--- src/rtl/sprite_ram_loader_if.sv ---
// sprite_ram_loader_if: packed pixel byte stream in, sprite RAM write port out
interface sprite_ram_loader_if #(
  parameter int ADDRW     = 16,
  parameter int COLR_BITS = 4
);
  logic                 i_valid;
  logic [7:0]           i_data;
  logic                 o_ready;
  logic                 wr_en;
  logic [ADDRW-1:0]     wr_addr;
  logic [COLR_BITS-1:0] wr_data;
  modport master (output i_valid, i_data, input o_ready, wr_en, wr_addr, wr_data);
  modport slave  (input i_valid, i_data, output o_ready, wr_en, wr_addr, wr_data);
endinterface

--- src/rtl/sprite_ram_loader.sv ---
// sprite_ram_loader: vblank-gated byte-to-pixel writer into sprite RAM; SPRITE_LOAD_CHECKSUM_EN adds o_checksum
module sprite_ram_loader #(
  parameter int WIDTH     = 512,
  parameter int HEIGHT    = 128,
  parameter int FRAMES    = 1,
  parameter int COLR_BITS = 4,
  parameter int PIXELS    = WIDTH * HEIGHT,
  parameter int DEPTH     = PIXELS * FRAMES,
  parameter int ADDRW     = $clog2(DEPTH),
  parameter int FRAMEW    = FRAMES > 1 ? $clog2(FRAMES) : 1
) (
  input  logic              i_clk_25,
  input  logic              i_rst_n,
  input  logic              i_start,
  input  logic [FRAMEW-1:0] i_frame,
  input  logic              i_abort,
  input  logic              i_vblank,
  sprite_ram_loader_if.slave bus,
  output logic              o_busy,
  output logic              o_done,
  output logic              o_err
`ifdef SPRITE_LOAD_CHECKSUM_EN
  ,
  output logic [7:0]        o_checksum
`endif
);
  typedef enum logic [1:0] {IDLE, LO, HI, DONE} state_t;
  state_t state, state_n;
  logic [ADDRW-1:0] base, count;
  logic [COLR_BITS-1:0] hold;
  logic bad_frame, start_ok, fire, last_lo, last_hi;
  assign bad_frame = 32'(i_frame) >= FRAMES;
  assign start_ok  = state == IDLE && i_start && !i_abort && !bad_frame;
  assign bus.o_ready = state == LO && i_vblank;
  assign fire      = bus.o_ready && bus.i_valid;
  assign last_lo   = 32'(count) + 32'd1 == PIXELS;
  assign last_hi   = 32'(count) + 32'd2 == PIXELS;
  assign o_busy    = state == LO || state == HI;
  // state register
  always_ff @(posedge i_clk_25 or negedge i_rst_n)
    if (!i_rst_n) state <= IDLE;
    else state <= state_n;
  // next state: abort always returns to IDLE; HI completes regardless of vblank
  always_comb begin
    state_n = i_abort ? IDLE :
              state == IDLE ? (start_ok ? LO : IDLE) :
              state == LO   ? (fire ? (last_lo ? DONE : HI) : LO) :
              state == HI   ? (last_hi ? DONE : LO) : IDLE;
  end
  // registered write port, frame base/pixel counter and status pulses
  always_ff @(posedge i_clk_25 or negedge i_rst_n)
    if (!i_rst_n) begin
      bus.wr_en   <= 1'b0;
      bus.wr_addr <= '0;
      bus.wr_data <= '0;
      base        <= '0;
      count       <= '0;
      hold        <= '0;
      o_done      <= 1'b0;
      o_err       <= 1'b0;
    end else begin
      bus.wr_en <= 1'b0;
      o_done    <= state == DONE && !i_abort;
      o_err     <= state == IDLE && i_start && !i_abort && bad_frame;
      if (start_ok) begin
        base  <= ADDRW'(i_frame) * ADDRW'(PIXELS);
        count <= '0;
      end
      if (fire && !i_abort) begin
        bus.wr_en   <= 1'b1;
        bus.wr_addr <= base + count;
        bus.wr_data <= bus.i_data[3:0];
        hold        <= bus.i_data[7:4];
      end
      if (state == HI && !i_abort) begin
        bus.wr_en   <= 1'b1;
        bus.wr_addr <= base + count + ADDRW'(1);
        bus.wr_data <= hold;
        count       <= count + ADDRW'(2);
      end
    end
`ifdef SPRITE_LOAD_CHECKSUM_EN
  // running byte sum, cleared by an accepted start, frozen by abort
  always_ff @(posedge i_clk_25 or negedge i_rst_n)
    if (!i_rst_n) o_checksum <= '0;
    else if (start_ok) o_checksum <= '0;
    else if (fire && !i_abort) o_checksum <= o_checksum + bus.i_data;
`endif
endmodule

--- src/flat_wrapper.sv ---
// flat-port wrapper written by rule: the top's interface ports become plain ports
module sprite_ram_loader_flat 
#(
  parameter int WIDTH     = 512,
  parameter int HEIGHT    = 128,
  parameter int FRAMES    = 1,
  parameter int COLR_BITS = 4,
  parameter int PIXELS    = WIDTH * HEIGHT,
  parameter int DEPTH     = PIXELS * FRAMES,
  parameter int ADDRW     = $clog2(DEPTH),
  parameter int FRAMEW    = FRAMES > 1 ? $clog2(FRAMES) : 1
)
  (i_clk_25, i_rst_n, i_start, i_frame, i_abort, i_vblank, o_busy, o_done, o_err, bus_i_valid, bus_i_data, bus_o_ready, bus_wr_en, bus_wr_addr, bus_wr_data);
  sprite_ram_loader_if #(.ADDRW(ADDRW), .COLR_BITS(COLR_BITS)) bus_i ();
  input  logic i_clk_25;
  input  logic i_rst_n;
  input  logic i_start;
  input  logic [FRAMEW-1:0] i_frame;
  input  logic i_abort;
  input  logic i_vblank;
  output logic o_busy;
  output logic o_done;
  output logic o_err;
  input wire logic [$bits(bus_i.i_valid)-1:0] bus_i_valid;
  input wire logic [$bits(bus_i.i_data)-1:0] bus_i_data;
  output wire logic [$bits(bus_i.o_ready)-1:0] bus_o_ready;
  output wire logic [$bits(bus_i.wr_en)-1:0] bus_wr_en;
  output wire logic [$bits(bus_i.wr_addr)-1:0] bus_wr_addr;
  output wire logic [$bits(bus_i.wr_data)-1:0] bus_wr_data;
  assign bus_i.i_valid = bus_i_valid;
  assign bus_i.i_data = bus_i_data;
  assign bus_o_ready = bus_i.o_ready;
  assign bus_wr_en = bus_i.wr_en;
  assign bus_wr_addr = bus_i.wr_addr;
  assign bus_wr_data = bus_i.wr_data;
  sprite_ram_loader #(.WIDTH(WIDTH), .HEIGHT(HEIGHT), .FRAMES(FRAMES), .COLR_BITS(COLR_BITS), .PIXELS(PIXELS), .DEPTH(DEPTH), .ADDRW(ADDRW), .FRAMEW(FRAMEW)) u_core (.i_clk_25(i_clk_25), .i_rst_n(i_rst_n), .i_start(i_start), .i_frame(i_frame), .i_abort(i_abort), .i_vblank(i_vblank), .bus(bus_i), .o_busy(o_busy), .o_done(o_done), .o_err(o_err));
endmodule
--- config.mk ---
export PLATFORM = sky130hd
export DESIGN_NAME = sprite_ram_loader_flat
export DESIGN_NICKNAME = d
export VERILOG_FILES = /design/src/rtl/sprite_ram_loader_if.sv /design/src/rtl/sprite_ram_loader.sv /design/src/flat_wrapper.sv
export SDC_FILE = /design/constraint.sdc
export NUM_CORES = 1
export LEC_CHECK = 0
export BUFFER_PORTS_ARGS = -buffer_cell sky130_fd_sc_hd__buf_2
export CAP_MARGIN = 20
export CELL_PAD_IN_SITES_DETAIL_PLACEMENT = 0
export CELL_PAD_IN_SITES_GLOBAL_PLACEMENT = 1
export CORE_ASPECT_RATIO = 0.75
export CORE_UTILIZATION = 42
export CTS_BUF_LIST = sky130_fd_sc_hd__clkbuf_4 sky130_fd_sc_hd__clkbuf_8 sky130_fd_sc_hd__clkbuf_16
export CTS_CLUSTER_SIZE = 40
export DETAILED_ROUTE_END_ITERATION = 12
export PLACE_DENSITY = 0.88
export SYNTH_ARGS = -nofsm -noshare
export SYNTH_HDL_FRONTEND = slang
export SYNTH_SLANG_ARGS = --single-unit
export TNS_END_PERCENT = 50
--- constraint.sdc ---
create_clock -name i_clk_25 -period 2.25 [get_ports i_clk_25]
set_input_delay 0.45 -clock i_clk_25 [delete_from_list [all_inputs] [get_ports i_clk_25]]
set_output_delay 0.45 -clock i_clk_25 [all_outputs]
set_load 0.02 [all_outputs]
==> impl_results.rst, run 1 <==
.. list-table::
   :header-rows: 1

   * - Metric
     - Value
   * - # nets final
     - 243
   * - Post-DP HPWL
     - 2700 microns
   * - Worst path cell trace
     - inv_1 -> ha_1 -> and3_1 -> nand2b_1 -> nand2_2 -> mux2_2
   * - Fraction of post-synthesis cell area in the top cell type by area
     - 53.7%
   * - CP bufs+invs
     - 1
   * - Leakage
     - 1.23 nW
   * - Remaining global-route overflow
     - 0
   * - Post-synthesis share of cell area spent on and, or, nand and nor gates
     - 17.1%
   * - Synth Instances
     - 183
   * - Number of placed cells counting well taps
     - approximately 270
   * - Total clock buffers created by CTS
     - 5
   * - Layout Utilization
     - 52.2%
   * - Wire length per cell
     - 14.0 microns
   * - Clock latency reported for the late side of the worst-skew pair
     - 0.29 ns
   * - Cell Rows
     - 21
   * - CTS clk-pin slew, worst paths
     - 0.08 ns
   * - Die Height
     - 62.5 microns
   * - Maximum frequency from static timing analysis
     - between 500 and 600 MHz
   * - Placement Cell Area
     - 2300 sq um
   * - Number of hold buffers added after CTS
     - 0
   * - Syn Std Cell Area
     - 2050 sq um
   * - Combinational family with the most area after synthesis
     - simple AND/OR/NAND/NOR gates
   * - Number of port buffers
     - 39
   * - Longest Clk Path Bufs
     - 2
   * - Number of register bits inferred by synthesis
     - 44
   * - Max-slew violations
     - 0
   * - Root cell of the clock tree
     - clkbuf_8
   * - Biggest area consumer among synthesized cells
     - dfrtp_1
   * - Largest fanout on the critical path
     - 16
   * - Crit path required time
     - 2.42 ns
   * - Global Route Usage Sum
     - 16.5%
   * - Library cells used by synthesis
     - 38
   * - Worst hold-check slack
     - 0.134 ns
   * - Yosys warns
     - 0
   * - WL final
     - 3920 microns
   * - Worst setup skew after layout
     - roughly 0.0037 ns
   * - XOR/XNOR share of the synthesized area
     - 0.854%
   * - Count of maximum capacitance violations
     - 0
   * - Synthesized net count
     - 203
   * - Number of remaining DRC errors
     - 0
   * - Full die area
     - 5170 sq um
   * - Final RePlAce weighted congestion
     - 0.747
   * - Starting Density
     - 44.9%
   * - Number of H-tree levels
     - 2
   * - Minimum clock period
     - 1.85 ns
   * - Result of the run
     - finished clean
   * - Final Instance Area
     - 2390 sq um
   * - Count of endpoints failing hold in the final timing report
     - 0
   * - Sequential fraction of the synthesis area
     - 53.7%
   * - Worst setup path category
     - flop to flop
   * - Initial antenna violation count
     - 0
   * - Hold WC Path Type
     - input port to asynchronous set/reset pin
   * - Final setup violation count
     - 0
   * - Area fraction in compound gates after synthesis
     - approximately 9.2%
   * - Boundary pin count
     - 40
   * - Largest net degree at the start of global routing
     - 24
   * - Delay-heaviest family, CP
     - simple AND/OR/NAND/NOR gates
   * - Number of global-route vias before repair
     - between 1000 and 1500
   * - Critical path capture point type
     - flop
   * - Number of resized instances in the post-cts repair step
     - 0
   * - Number of DRC violations after detailed-routing iteration 0
     - 51
   * - Slew Limit Headroom
     - 64.7%
   * - Area overhead of the layout relative to synthesis
     - 16.4%
   * - CTS tree
     - built
   * - Post-Synthesis Mean Instance Area
     - approximately 11 sq um
   * - Buffer count from post-CTS setup fixing
     - 0
   * - TritonCTS Sinks
     - between 40 and 50
   * - Number of filler instances in the final layout
     - 433
   * - Antenna diode count
     - 0
   * - Worst slew pin tran
     - 0.529 ns
   * - CP arrival
     - roughly 2.0 ns
   * - Ratio of final minimum period to clock period
     - 82.2%
   * - Vias after detailed routing
     - 1493
   * - Number of nets with antenna violations after routing
     - 0
   * - Detailed-route vias per instance
     - 5.33
   * - Maximum resistive drop on vdd
     - 0.000297 V
   * - Final standard cell count with taps included and fillers excluded
     - 280
   * - Area inside the core boundary
     - 4570 sq um
   * - Global-route wire length before repair
     - roughly 6500 microns
   * - Horiz. Die Dim
     - just over 80 microns
   * - Fraction of final layout cells with drive strength greater than 1
     - 33.2%
   * - Top cells by area in the synthesized netlist
     - dfrtp_1, mux2_2, o21ai_0, nand2_1, ha_1
   * - PwrDens
     - ~610 nW/um^2
   * - RSZ-0062 raised after global routing
     - no
   * - Mux contribution to synthesized area
     - 12.4%
   * - Share of synthesized cell area in full adder, half adder and majority cells
     - 3.05%
   * - Startpoint kind of the worst setup timing path
     - flop
   * - Peak per-stage delay on the critical path
     - 0.41 ns
   * - Worst-path cell with the longest stage delay
     - dfrtp_1
   * - Number of iterations in the first detailed-routing pass
     - 4
   * - Final-layout setup total negative slack
     - 0 ns
-- registers in the layout (all words and copies together), names as in the netlist --
signal              count
u_core.bus.wr_addr     16
u_core.o_done           1
u_core.count           15
u_core.bus.wr_data      4
u_core.hold             4
u_core.o_err            1
u_core.state            2
u_core.bus.wr_en        1
-- power breakdown --
group / internal (mW) / switching [mW] / total [mW]
clock network: 0.223 / 0.247 / 0.470
logic: 0.0572 / 0.0794 / 0.137
registers: 0.828 / 0.0170 / 0.845
-- synthesized netlist by cell type --
| cell | number |
|---|---|
| dfrtp_1 | 44 |
| mux2_2 | 19 |
| nand2_1 | 17 |
| o21ai_0 | 17 |
| nand3_1 | 10 |
| a21oi_1 | 7 |
| inv_1 | 6 |
| clkbuf_1 | 5 |
| ha_1 | 5 |
| o211ai_1 | 5 |
| or4_1 | 5 |
| mux2i_1 | 4 |
| nor2_1 | 4 |
| nand4_1 | 3 |
| or3_1 | 3 |
| and2_1 | 2 |
| and4b_1 | 2 |
| buf_2 | 2 |
| buf_4 | 2 |
| nand2b_1 | 2 |
| nand3b_1 | 2 |
| a21o_1 | 1 |
| a22o_1 | 1 |
| a31oi_1 | 1 |
| and3_1 | 1 |
| and3_2 | 1 |
| and4_1 | 1 |
| and4_4 | 1 |
| buf_6 | 1 |
| nand2_2 | 1 |
| nand4_4 | 1 |
| nor2b_1 | 1 |
| nor3_1 | 1 |
| nor4_1 | 1 |
| o21a_1 | 1 |
| or3_2 | 1 |
| xnor2_1 | 1 |
| xor2_1 | 1 |
-- layout by cell type (no fill, tap or decap), drive strengths merged, types with 6 or more instances in the layout --
master  synthesis  routed
clkbuf          5       6
buf             5      43
a21oi           7       7
o21ai          17      17
inv             6       6
dfrtp          44      44
nand3          10      10
nand2          18      18
mux2           19      19
-- per-stage QoR --
stage | total power, mW | worst slack [ns]
2_1_floorplan | 0.935 | 0.512
3_3_place_gp | 0.997 | 0.526
3_5_place_dp | 1.00 | 0.399
4_1_cts | 1.48 | 0.379
5_1_grt | 1.54 | 0.316
6_report | 1.45 | 0.399
-- layout make-up --
| type | instances | area, sq um | share of cell area [%] |
|---|---|---|---|
| multi-input cells | 123 | 872 | 36.5 |
| clock inverters | 1 | 5.00 | 0.210 |
| flip-flops and latches | 44 | 1100 | 46.1 |
| clock buffers | 6 | 76.3 | 3.20 |
| inverters | 6 | 22.5 | 0.944 |
| well taps | 57 | 71.3 | 2.99 |
| repair buffers | 43 | 238 | 9.96 |
-- path summary, 6_finish.rpt --
path                       slack (ns)       startpoint                     to  cells past startpoint
setup / recovery                 0.40  u_core.state[1]  u_core.bus.wr_addr[4]                      6
hold / removal                   0.13          i_rst_n           u_core.o_err                      1
setup reg to reg                 0.40  u_core.state[1]  u_core.bus.wr_addr[4]                      6
hold reg to reg                  0.48   u_core.hold[0]  u_core.bus.wr_data[0]                      2
max in group asynchronous        1.62          i_rst_n        u_core.count[7]                      2
min in group i_clk_25            0.39    bus_i_data[6]         u_core.hold[2]                      2
-- routing by layer --
metal | vias to the layer above | global-route usage (%) | wire length, microns
met3 | 4 | 5.26 | 277
li1 | 732 | - | -
met2 | 41 | 24.2 | 1670
met5 | - | 0 | 0
met4 | 0 | 4.53 | 24
met1 | 716 | 23.5 | 1950
-- logic make-up (layout without fill, tap and decap cells) --
family                   Yosys count  in the layout
AND/OR/NAND/NOR                   60             60
flip-flops                        44             44
AO/OA/AOI/OAI                     33             33
multiplexers                      23             23
buffers and inverters             16             56
adder cells (fa/ha/maj)            5              5
XOR/XNOR                           2              2
Power figures use the tool's default switching activity.
==> inputs of run 2 (changes only) <==
--- a/config.mk
+++ b/config.mk
@@ -5,12 +5,13 @@
 export SDC_FILE = /design/constraint.sdc
 export NUM_CORES = 1
 export LEC_CHECK = 0
+export ABC_AREA = 1
 export BUFFER_PORTS_ARGS = -buffer_cell sky130_fd_sc_hd__buf_2
 export CAP_MARGIN = 20
 export CELL_PAD_IN_SITES_DETAIL_PLACEMENT = 0
 export CELL_PAD_IN_SITES_GLOBAL_PLACEMENT = 1
 export CORE_ASPECT_RATIO = 0.75
-export CORE_UTILIZATION = 42
+export CORE_UTILIZATION = 41
 export CTS_BUF_LIST = sky130_fd_sc_hd__clkbuf_4 sky130_fd_sc_hd__clkbuf_8 sky130_fd_sc_hd__clkbuf_16
 export CTS_CLUSTER_SIZE = 40
 export DETAILED_ROUTE_END_ITERATION = 12
==> constraint.sdc (replaced) <==
create_clock -name i_clk_25 -period 1.9 [get_ports i_clk_25]
set_input_delay 0.38 -clock i_clk_25 [delete_from_list [all_inputs] [get_ports i_clk_25]]
set_output_delay 0.38 -clock i_clk_25 [all_outputs]
set_load 0.02 [all_outputs]
==> run 2 against run 1 <==
  * Via count rose by 11%
  * Global-route usage rose by 0.82 points
  * Non-clock buffer count rose by 2
  * Sequential share of layout area fell by 3.0 points
  * Largest power group unchanged
  * Critical path depth fell by 1
  * Clock skew rose by 0.0074 ns
==> impl_results.rst, run 2 <==
.. list-table::
   :header-rows: 1

   * - Metric
     - Value
   * - Result of the run
     - finished clean
   * - Cell Rows
     - 22 (+4.8%)
   * - Startpoint kind of the worst setup timing path
     - flop
   * - Yosys warns
     - 0 (unchanged)
   * - Die Height
     - 64.9 microns (+3.7%)
   * - Worst setup skew after layout
     - 0.0111 ns (+0.00740 ns)
   * - Max reg flops
     - 16 (unchanged)
   * - Number of resized instances in the post-cts repair step
     - 0 (unchanged)
   * - Synth Instances
     - 240 (+31%)
   * - Number of hold buffers added after CTS
     - 0 (unchanged)
   * - Post-DP HPWL
     - 3180 microns (+18%)
   * - Root cell of the clock tree
     - clkbuf_8
   * - Worst-path cell with the longest stage delay
     - dfrtp_1
   * - Number of iterations in the first detailed-routing pass
     - 4 (unchanged)
   * - Synth Flop Type
     - dfrtp_1
   * - Worst path most repeated cell
     - inv_1
   * - Number of DRC violations after detailed-routing iteration 0
     - 90 (+76%)
   * - Register-to-register setup slack
     - 0.30 ns (-0.10 ns)
   * - Final setup violation count
     - 0 (unchanged)
   * - Maximum frequency from static timing analysis
     - 592 MHz
   * - Largest fanout on the critical path
     - 3 (-13)
   * - Ratio of final minimum period to clock period
     - 88.9%
   * - Count of maximum capacitance violations
     - 0 (unchanged)
   * - Number of placed cells counting well taps
     - 351 (+29%)
   * - Critical path capture point type
     - primary output
   * - Buffer count from post-CTS setup fixing
     - 0 (unchanged)
   * - PnR Total Power
     - 2.28 mW (+57%)
   * - Post-synth EDFFs
     - 0 (unchanged)
   * - Total area of multi-input combinational cells
     - 898 sq um (+3.0%)
   * - Count of endpoints failing hold in the final timing report
     - 0 (unchanged)
   * - CP bufs+invs
     - 3 (+2)
   * - Sequential fraction of the synthesis area
     - 51.0% (-2.7 points)
   * - Number of H-tree levels
     - 2 (unchanged)
   * - Starting Density
     - 43.3% (-1.5 points)
   * - Boundary pin count
     - 40 (unchanged)
   * - FFs w/ async S/R, synth
     - 100% (unchanged)
   * - Global Route Usage Sum
     - 17.4% (+0.82 points)
   * - Synthesized net count
     - 260 (+28%)
   * - Wire length per cell
     - 12.0 microns (-14%)
   * - Library cells used by synthesis
     - 26 (-32%)
   * - Delay-heaviest family, CP
     - flip-flops
   * - Number of register bits inferred by synthesis
     - 44 (unchanged)
   * - Longest Clk Path Bufs
     - 2 (unchanged)
   * - Crit path required time
     - 1.52 ns (-0.90 ns)
   * - Antenna diode count
     - 0 (unchanged)
   * - Post-Synthesis Mean Instance Area
     - 9.00 sq um (-20%)
   * - Final-layout setup total negative slack
     - 0 ns (unchanged)
   * - RSZ-0062 raised after global routing
     - no
   * - Initial antenna violation count
     - 0 (unchanged)
   * - Area overhead of the layout relative to synthesis
     - 18.1%
   * - Maximum resistive drop on vdd
     - 0.000501 V (+69%)
   * - Commonest non-fill, non-tap cells in the layout
     - nand2_1, dfrtp_1, buf_2
   * - Most numerous cell in the Yosys netlist
     - nand2_1
   * - Vias after detailed routing
     - 1659 (+11%)
   * - Clock latency reported for the late side of the worst-skew pair
     - 0.30 ns (about the same)
   * - Register area
     - 1100 sq um (unchanged)
   * - Worst reg2reg path depth
     - 8 (+2)
   * - Worst slew pin tran
     - 0.648 ns (+0.119 ns)
   * - Total clock buffers created by CTS
     - 5 (unchanged)
   * - CTS clk-pin slew, worst paths
     - 0.09 ns (about the same)
   * - Top post-synthesis cells by count
     - nand2_1, dfrtp_1, nor2_1
   * - Number of port buffers
     - 39 (unchanged)
   * - Final RePlAce weighted congestion
     - 0.798 (+6.8%)
   * - Slew Limit Headroom
     - 56.8% (-7.9 points)
   * - Number of filler instances in the final layout
     - 474 (+9.5%)
   * - Largest net degree at the start of global routing
     - 38 (+58%)
   * - Full die area
     - 5560 sq um (+7.6%)
   * - Worst setup path category
     - flop to primary output
   * - Detailed-route vias per instance
     - 4.62 (-13%)
   * - Largest registers in the final layout
     - u_core.bus.wr_addr (16), u_core.count (15)
   * - Worst path cell trace
     - inv_1 -> ha_1 -> nand2_1 -> inv_1 -> buf_2
   * - Most common library cell in the layout ignoring fill and taps
     - nand2_1
   * - Fraction of post-synthesis cell area in the top cell type by area
     - 51.0% (-2.7 points)
   * - WL final
     - 4310 microns (+9.8%)
   * - Global-route wire length before repair
     - 7420 microns (+14%)
   * - Top cells by area in the synthesized netlist
     - dfrtp_1, nand2_1, nor2_1, inv_1, a21oi_2
   * - Number of global-route vias before repair
     - 1621 (+20%)
   * - Number of remaining DRC errors
     - 0 (unchanged)
   * - PwrDens
     - 893 nW/um^2 (+47%)
   * - Area inside the core boundary
     - 4980 sq um (+9.0%)
   * - End of the worst register-to-register path
     - u_core.bus.wr_data[1]
   * - # nets final
     - 306 (+26%)
   * - Layout Utilization
     - 51.2% (-1.0 points)
   * - Hold WC Path Type
     - input port to asynchronous set/reset pin
   * - CTS tree
     - built
   * - Peak per-stage delay on the critical path
     - 0.41 ns (about the same)
   * - CP arrival
     - 1.31 ns (-0.71 ns)
   * - Remaining global-route overflow
     - 0 (unchanged)
   * - Biggest area consumer among synthesized cells
     - dfrtp_1
   * - Fraction of final layout cells with drive strength greater than 1
     - 28.2% (-5.0 points)
   * - Top register by number of flip-flops
     - u_core.bus.wr_addr
   * - Number of nets with antenna violations after routing
     - 0 (unchanged)
   * - Leakage
     - 1.23 nW (about the same)
   * - Minimum clock period
     - 1.69 ns
   * - Syn Std Cell Area
     - 2160 sq um (+5.3%)
   * - Max-slew violations
     - 0 (unchanged)
   * - Start of the worst register-to-register path
     - u_core.state[1]
   * - Final standard cell count with taps included and fillers excluded
     - 359 (+28%)
   * - Horiz. Die Dim
     - 85.8 microns (+3.8%)
   * - TritonCTS Sinks
     - 44 (unchanged)
==> run 2: worst reg2reg max path, cell delays in order, from the launching register on <==
cell,delay (ns)
dfrtp_1,0.41
inv_1,0.10
ha_1,0.21
nand2_1,0.09
nor2_2,0.15
nand2_4,0.13
nand2_8,0.23
nor2_1,0.07
a31oi_1,0.14
==> run 2: layout make-up <==
cell class	count	share of cell area [%]
repair buffers	45	9.42
inverters	29	4.27
flip-flops and latches	44	43.2
well taps	72	3.53
multi-input cells	161	35.2
clock buffers	5	2.70
clock inverters	3	1.67
==> run 2: layer usage <==
| layer | global-route usage, % | routed length [microns] |
|---|---|---|
| met1 | 24.3 | 2360 |
| met2 | 26.9 | 1730 |
| met3 | 4.46 | 201 |
| met4 | 4.38 | 23 |
| met5 | 0 | 0 |
==> run 2: through the flow <==
| step | hold slack, ns | instance area [sq um] | worst slack [ns] |
|---|---|---|---|
| 2_1_floorplan | 0.0844 | 2160 | 0.534 |
| 3_3_place_gp | 0.439 | 2440 | 0.329 |
| 3_5_place_dp | 0.448 | 2440 | 0.291 |
| 4_1_cts | 0.121 | 2550 | 0.194 |
| 5_1_grt | 0.148 | 2550 | 0.139 |
| 6_report | 0.103 | 2550 | 0.212 |
==> run 2: worst max path at each step <==
stage	startpoint	to	slack (ns)	cells after the start
3_3_place_gp	u_core.state[1]	u_core.bus.wr_data[3]	0.33	8
5_1_grt	u_core.state[1]	bus_o_ready	0.14	5
2_1_floorplan	u_core.state[1]	u_core.bus.wr_addr[10]	0.53	8
3_5_place_dp	u_core.state[1]	u_core.bus.wr_data[3]	0.29	8
6_report	u_core.state[1]	bus_o_ready	0.21	5
4_1_cts	u_core.state[1]	bus_o_ready	0.19	5
==> run 2: report_power, final <==
part	leakage, nW	internal [mW]	switching, mW
combinational	0.606	0.167	0.274
clock	0.0541	0.389	0.326
sequential	0.573	1.06	0.0613
total	1.23	1.61	0.661
==> run 2: cell families (layout without fill, tap and decap cells) <==
logic type      count (synthesis)  in the layout  synth area share [%]
xor+xnor                        5              5                  2.03
simple gates                  111            111                  23.8
buf+inv                        35             82                  7.42
compound gates                 36             36                  10.8
fa+ha+maj                       5              5                  2.90
mux                             4              4                  2.09
flops                          44             44                  51.0
